**config.mk**
```make
export PLATFORM = sky130hd
export DESIGN_NAME = video_timing_gen_flat
export DESIGN_NICKNAME = d
export VERILOG_FILES = /design/src/rtl/video_timing_gen_if.sv /design/src/rtl/video_timing_gen.sv /design/src/flat_wrapper.sv
export SDC_FILE = /design/constraint.sdc
export NUM_CORES = 1
export LEC_CHECK = 0
export CAP_MARGIN = 20
export CORE_MARGIN = 1
export CORE_UTILIZATION = 45
export DETAILED_ROUTE_END_ITERATION = 8
export PLACE_DENSITY = 0.75
export SKIP_CTS_REPAIR_TIMING = 1
export SKIP_LAST_GASP = 1
export SLEW_MARGIN = 10
export SYNTH_ARGS = -nofsm -noshare
export SYNTH_HDL_FRONTEND = slang
export SYNTH_SLANG_ARGS = --single-unit
```
**constraint.sdc**
```tcl
create_clock -name clk -period 4.1 [get_ports clk]
set_clock_uncertainty 0.15 [all_clocks]
set_input_delay 0.82 -clock clk [delete_from_list [all_inputs] [get_ports clk]]
set_output_delay 0.82 -clock clk [all_outputs]
set_load 0.005 [all_outputs]
```
**src/rtl/video_timing_gen_if.sv**
```systemverilog
// rtl/video_timing_gen_if.sv - raster coordinate / pixel stream bundle between the timing
// generator (master) and the graphics layer plus display encoder (slave).
interface video_timing_gen_if;
  logic [9:0] pix_x;
  logic [9:0] pix_y;
  logic       video_on;
  logic       line_tick;
  logic       frame_tick;
  logic       graph_on;
  logic [2:0] graph_rgb;
  logic       hsync;
  logic       vsync;
  logic       de;
  logic [2:0] rgb;

  modport master (
    output pix_x, pix_y, video_on, line_tick, frame_tick,
    output hsync, vsync, de, rgb,
    input  graph_on, graph_rgb
  );

  modport slave (
    input  pix_x, pix_y, video_on, line_tick, frame_tick,
    input  hsync, vsync, de, rgb,
    output graph_on, graph_rgb
  );
endinterface

```
**src/rtl/video_timing_gen.sv**
```systemverilog
// rtl/video_timing_gen.sv - 640x480@60 raster counters with a one-pixel registered,
// blank-masked RGB/sync/DE output stage for the HDMI/VGA encoder.
module video_timing_gen #(
  parameter int         H_ACTIVE = 640,
  parameter int         H_FP     = 16,
  parameter int         H_SYNC   = 96,
  parameter int         H_BP     = 48,
  parameter int         V_ACTIVE = 480,
  parameter int         V_FP     = 10,
  parameter int         V_SYNC   = 2,
  parameter int         V_BP     = 33,
  parameter logic       SYNC_POL = 1'b0,
  parameter logic [2:0] BG_RGB   = 3'b000
) (
  input  logic               clk,
  input  logic               reset,
  input  logic               pix_en,
  video_timing_gen_if.master vid
);

  localparam int H_TOTAL = H_ACTIVE + H_FP + H_SYNC + H_BP;
  localparam int V_TOTAL = V_ACTIVE + V_FP + V_SYNC + V_BP;

  localparam logic [9:0] H_LAST     = 10'(H_TOTAL - 1);
  localparam logic [9:0] V_LAST     = 10'(V_TOTAL - 1);
  localparam logic [9:0] H_VIS      = 10'(H_ACTIVE);
  localparam logic [9:0] V_VIS      = 10'(V_ACTIVE);
  localparam logic [9:0] H_SYNC_BEG = 10'(H_ACTIVE + H_FP);
  localparam logic [9:0] H_SYNC_END = 10'(H_ACTIVE + H_FP + H_SYNC - 1);
  localparam logic [9:0] V_SYNC_BEG = 10'(V_ACTIVE + V_FP);
  localparam logic [9:0] V_SYNC_END = 10'(V_ACTIVE + V_FP + V_SYNC - 1);

  // The counters are 10 bits wide; larger rasters cannot be represented.
  if (H_TOTAL > 1024 || V_TOTAL > 1024) begin : g_bad_geometry
    $error("video_timing_gen: raster totals exceed 10-bit counter range");
  end

  logic [9:0] r_pix_x;
  logic [9:0] r_pix_y;
  logic       r_line_tick;
  logic       r_frame_tick;
  logic       r_hsync;
  logic       r_vsync;
  logic       r_de;
  logic [2:0] r_rgb;

  logic       w_h_end;
  logic       w_v_end;
  logic       w_video_on;
  logic       w_hs_act;
  logic       w_vs_act;
  logic [2:0] w_rgb_next;

  assign w_h_end    = (r_pix_x == H_LAST);
  assign w_v_end    = (r_pix_y == V_LAST);
  assign w_video_on = (r_pix_x < H_VIS) && (r_pix_y < V_VIS);
  assign w_hs_act   = (r_pix_x >= H_SYNC_BEG) && (r_pix_x <= H_SYNC_END);
  assign w_vs_act   = (r_pix_y >= V_SYNC_BEG) && (r_pix_y <= V_SYNC_END);

  // Blanking wins over the graphics layer so nothing leaks into the porches.
  always_comb begin
    w_rgb_next = 3'b000;
    if (w_video_on) begin
      w_rgb_next = vid.graph_on ? vid.graph_rgb : BG_RGB;
    end
  end

  always_ff @(posedge clk) begin
    if (reset) begin
      r_pix_x <= '0;
      r_pix_y <= '0;
    end else if (pix_en) begin
      if (w_h_end) begin
        r_pix_x <= '0;
        r_pix_y <= w_v_end ? 10'd0 : r_pix_y + 10'd1;
      end else begin
        r_pix_x <= r_pix_x + 10'd1;
      end
    end
  end

  // Ticks are sampled every clk so they stay exactly one clk wide at any pixel rate.
  always_ff @(posedge clk) begin
    if (reset) begin
      r_line_tick  <= 1'b0;
      r_frame_tick <= 1'b0;
    end else begin
      r_line_tick  <= pix_en && w_h_end;
      r_frame_tick <= pix_en && w_h_end && w_v_end;
    end
  end

  always_ff @(posedge clk) begin
    if (reset) begin
      r_hsync <= ~SYNC_POL;
      r_vsync <= ~SYNC_POL;
      r_de    <= 1'b0;
      r_rgb   <= 3'b000;
    end else if (pix_en) begin
      r_hsync <= w_hs_act ? SYNC_POL : ~SYNC_POL;
      r_vsync <= w_vs_act ? SYNC_POL : ~SYNC_POL;
      r_de    <= w_video_on;
      r_rgb   <= w_rgb_next;
    end
  end

  assign vid.pix_x      = r_pix_x;
  assign vid.pix_y      = r_pix_y;
  assign vid.video_on   = w_video_on;
  assign vid.line_tick  = r_line_tick;
  assign vid.frame_tick = r_frame_tick;
  assign vid.hsync      = r_hsync;
  assign vid.vsync      = r_vsync;
  assign vid.de         = r_de;
  assign vid.rgb        = r_rgb;

endmodule

```
**src/flat_wrapper.sv**
```systemverilog
// flat-port wrapper written by rule: the top's interface ports become plain ports
module video_timing_gen_flat 
#(
  parameter int         H_ACTIVE = 640,
  parameter int         H_FP     = 16,
  parameter int         H_SYNC   = 96,
  parameter int         H_BP     = 48,
  parameter int         V_ACTIVE = 480,
  parameter int         V_FP     = 10,
  parameter int         V_SYNC   = 2,
  parameter int         V_BP     = 33,
  parameter logic       SYNC_POL = 1'b0,
  parameter logic [2:0] BG_RGB   = 3'b000
)
  (clk, reset, pix_en, vid_pix_x, vid_pix_y, vid_video_on, vid_line_tick, vid_frame_tick, vid_hsync, vid_vsync, vid_de, vid_rgb, vid_graph_on, vid_graph_rgb);
  video_timing_gen_if vid_i ();
  input  logic clk;
  input  logic reset;
  input  logic pix_en;
  output wire logic [$bits(vid_i.pix_x)-1:0] vid_pix_x;
  output wire logic [$bits(vid_i.pix_y)-1:0] vid_pix_y;
  output wire logic [$bits(vid_i.video_on)-1:0] vid_video_on;
  output wire logic [$bits(vid_i.line_tick)-1:0] vid_line_tick;
  output wire logic [$bits(vid_i.frame_tick)-1:0] vid_frame_tick;
  output wire logic [$bits(vid_i.hsync)-1:0] vid_hsync;
  output wire logic [$bits(vid_i.vsync)-1:0] vid_vsync;
  output wire logic [$bits(vid_i.de)-1:0] vid_de;
  output wire logic [$bits(vid_i.rgb)-1:0] vid_rgb;
  input wire logic [$bits(vid_i.graph_on)-1:0] vid_graph_on;
  input wire logic [$bits(vid_i.graph_rgb)-1:0] vid_graph_rgb;
  assign vid_pix_x = vid_i.pix_x;
  assign vid_pix_y = vid_i.pix_y;
  assign vid_video_on = vid_i.video_on;
  assign vid_line_tick = vid_i.line_tick;
  assign vid_frame_tick = vid_i.frame_tick;
  assign vid_hsync = vid_i.hsync;
  assign vid_vsync = vid_i.vsync;
  assign vid_de = vid_i.de;
  assign vid_rgb = vid_i.rgb;
  assign vid_i.graph_on = vid_graph_on;
  assign vid_i.graph_rgb = vid_graph_rgb;
  video_timing_gen #(.H_ACTIVE(H_ACTIVE), .H_FP(H_FP), .H_SYNC(H_SYNC), .H_BP(H_BP), .V_ACTIVE(V_ACTIVE), .V_FP(V_FP), .V_SYNC(V_SYNC), .V_BP(V_BP), .SYNC_POL(SYNC_POL), .BG_RGB(BG_RGB)) u_core (.clk(clk), .reset(reset), .pix_en(pix_en), .vid(vid_i));
endmodule
```
==> flow_metrics.tcl <==
set metrics [dict create \
    status "finished, final reports clean" \
    start_util_pct 47.9 \
    dp_hpwl_mm 2.15 \
    slew_headroom_pct 62.9 \
    synth_edf_count 0 \
    hold_path_class "reg -> reg" \
    grt_usage_pct 20.3 \
    antenna_found_initial 0 \
    fmax_ghz 0.359 \
    met1_usage_pct 27.9 \
    worst_setup_path_start_kind "register" \
    drv_cap 0 \
    drt_wl_total_mm 3.02 \
    final_antenna_net_count 0 \
    period_share_pct 67.9 \
    ys_top_cells_by_area "dfxtp_1, xor2_1, nor2_1" \
    syn_inst 146 \
    synth-xor-area-share_pct 7.89 \
    synth_top_family_by_area "simple AND/OR/NAND/NOR gates" \
    synthMuxAreaShare_pct 1.50 \
    synth_compound_area_share_pct 9.20 \
    postLayoutCellArea_um2 1760 \
    fill_cells 248 \
    grt_overflow_total 0 \
    arrival_ns 1.81 \
    finalCriticalPeriod_ns 2.78 \
    dieHeight_um 56.4 \
    grt_pass1_wl_mm 5.14 \
    clkLatencyLatePin_ns 0.33 \
    grt_max_degree 18 \
    dieArea_um2 3180 \
    end_kind "output port" \
    regArea_um2 561 \
    place_area_um2 1710 \
    clk_pin_slew_worst_paths_ns 0.15 \
    worst_ep_required_time_ns 3.13 \
    powerDensity_nw_per_um2 280 \
    ys_async_sr_fraction_pct 0 \
    tightest_slew_ns 0.556 \
    gp_congestion 0.821 \
    yosys.area.top_type "dfxtp_1" \
    syn_area_per_cell_um2 9.13 \
    rsz0062_at_grt "false" \
    yosysMostFrequentCell "dfxtp_1" \
    ys_ff_latch 28 \
    use_met2_pct 32.3 \
    vias 1204 \
    vdd_drop_max_mv 0.231 \
    hold_viol 0 \
    drt_first_pass_iters 4 \
    clock_sinks 28 \
    ys_warn_count 0 \
    critPathKind "reg -> out" \
    critical_path_peak_fanout 8 \
    synth-main-ff-cell "dfxtp_1" \
    grt_use_met3_pct 3.92 \
    io_buffers 35 \
    yosys.area_share.simple_pct 31.8 \
    multi_input_area_um2 734 \
    num_antenna_cells 0 \
    final_util_pct 63.4 \
    cts_tree "yes" \
    top_usage_layer "met2" \
    drc 0 \
    synth_fp_nets 158 \
    num_io_pins 36 \
    floorplan.rows 19 \
    ys_types 36 \
    vias_per_cell 5.65 \
    drive_above_1_share_pct 5.49 \
    report.final.setup_viol 0 \
    die_w_um 56.4 \
    drt_iter0_markers 25 \
    drt-wirelength-per-cell_um 14.2 \
    design.core.area_um2 2780 \
    first_global_vias 1066 \
    cts_buffers 3 \
    drv_slew 0 \
    clk_root_buffer_cell "clkbuf_4" \
    synth_fa_ha_area_share_pct 4.69 \
    hold_ws_ns 0.339 \
    synthToLayoutAreaGrowth_pct 32.3 \
    synth_top_area_share_pct 42.1 \
    setup_tns_ns 0 \
    power_leakage_uw 0.000625 \
    htreeDepth 1 \
    clockBufferDepth 2 \
    fin_nets 195 \
    synth_commonest_cells "dfxtp_1, nor2_1, a21oi_1, xor2_1, nand4_1" \
    ys_seq_area_share_pct 42.1 \
    syn_area_um2 1330 \
]
## worst paths after layout
| kind | startpoint | end | cells past startpoint | slack (ns) |
|---|---|---|---|---|
| setup / recovery | u_core.vid.pix_y[5]$_SDFFE_PP0P_ | vid_video_on | 3 | 1.32 |
| hold / removal | u_core.vid.rgb[2]$_SDFFE_PP0P_ | u_core.vid.rgb[2]$_SDFFE_PP0P_ | 2 | 0.34 |
| setup reg to reg | u_core.vid.pix_x[0]$_SDFFE_PP0P_ | u_core.vid.pix_y[6]$_SDFFE_PP0P_ | 5 | 1.96 |
| hold reg to reg | u_core.vid.rgb[2]$_SDFFE_PP0P_ | u_core.vid.rgb[2]$_SDFFE_PP0P_ | 2 | 0.34 |
## critical path, cell delays in order (launching register included)
cell             delay (ns)
dfxtp_1                0.41
and4_1                 0.29
nor3_1                 0.24
clkdlybuf4s50_1        0.55
## power by group
part	internal, uW	switching (uW)
logic	17.7	13.0
clock network	98.8	84.5
registers	276	3.80
## final cells by class
type,instances,area share (%)
Multi-Input combinational cell,109,41.7
Clock inverter,1,1.70
Inverter,5,1.06
Sequential cell,28,31.8
Timing Repair Buffer,36,20.3
Clock buffer,3,1.28
Tap cell,31,2.20
## through the flow
step	std cells	power, uW	setup slack (ns)
2_1_floorplan	146	299	2.09
3_3_place_gp	209	315	1.38
3_5_place_dp	209	317	1.28
4_1_cts	213	495	1.32
5_1_grt	213	512	1.22
6_report	213	494	1.32
## routing by layer
metal  vias to the layer above  share of wire, %
li1                        602                 -
met2                        38                47
met3                         2               5.7
met5                         -                 0
met1                       562                47
met4                         0              0.56
## layout by cell type (no fill, tap or decap), drive strengths merged, types with 6 or more instances in the layout
master	count
nand4	8
xor2	9
nor2	17
clkdlybuf4s50	35
nand3	7
a21oi	9
and3	6
dfxtp	28
nand2	6
## logic make-up (layout without fill, tap and decap cells)
kind of cell,count (synthesis),after routing
multiplexers,2,2
XOR/XNOR,12,12
AND/OR/NAND/NOR,70,70
flip-flops,28,28
buffers and inverters,9,45
adder cells (fa/ha/maj),5,5
AO/OA/AOI/OAI,20,20
## sequential cells by signal (all words and copies together) (netlist names)
signal	count
u_core.vid.pix_x	10
u_core.vid.frame_tick	1
u_core.vid.de	1
u_core.vid.line_tick	1
u_core.vid.hsync	1
u_core.vid.vsync	1
u_core.vid.rgb	3
u_core.vid.pix_y	10
(Power assumes the default switching activity.)
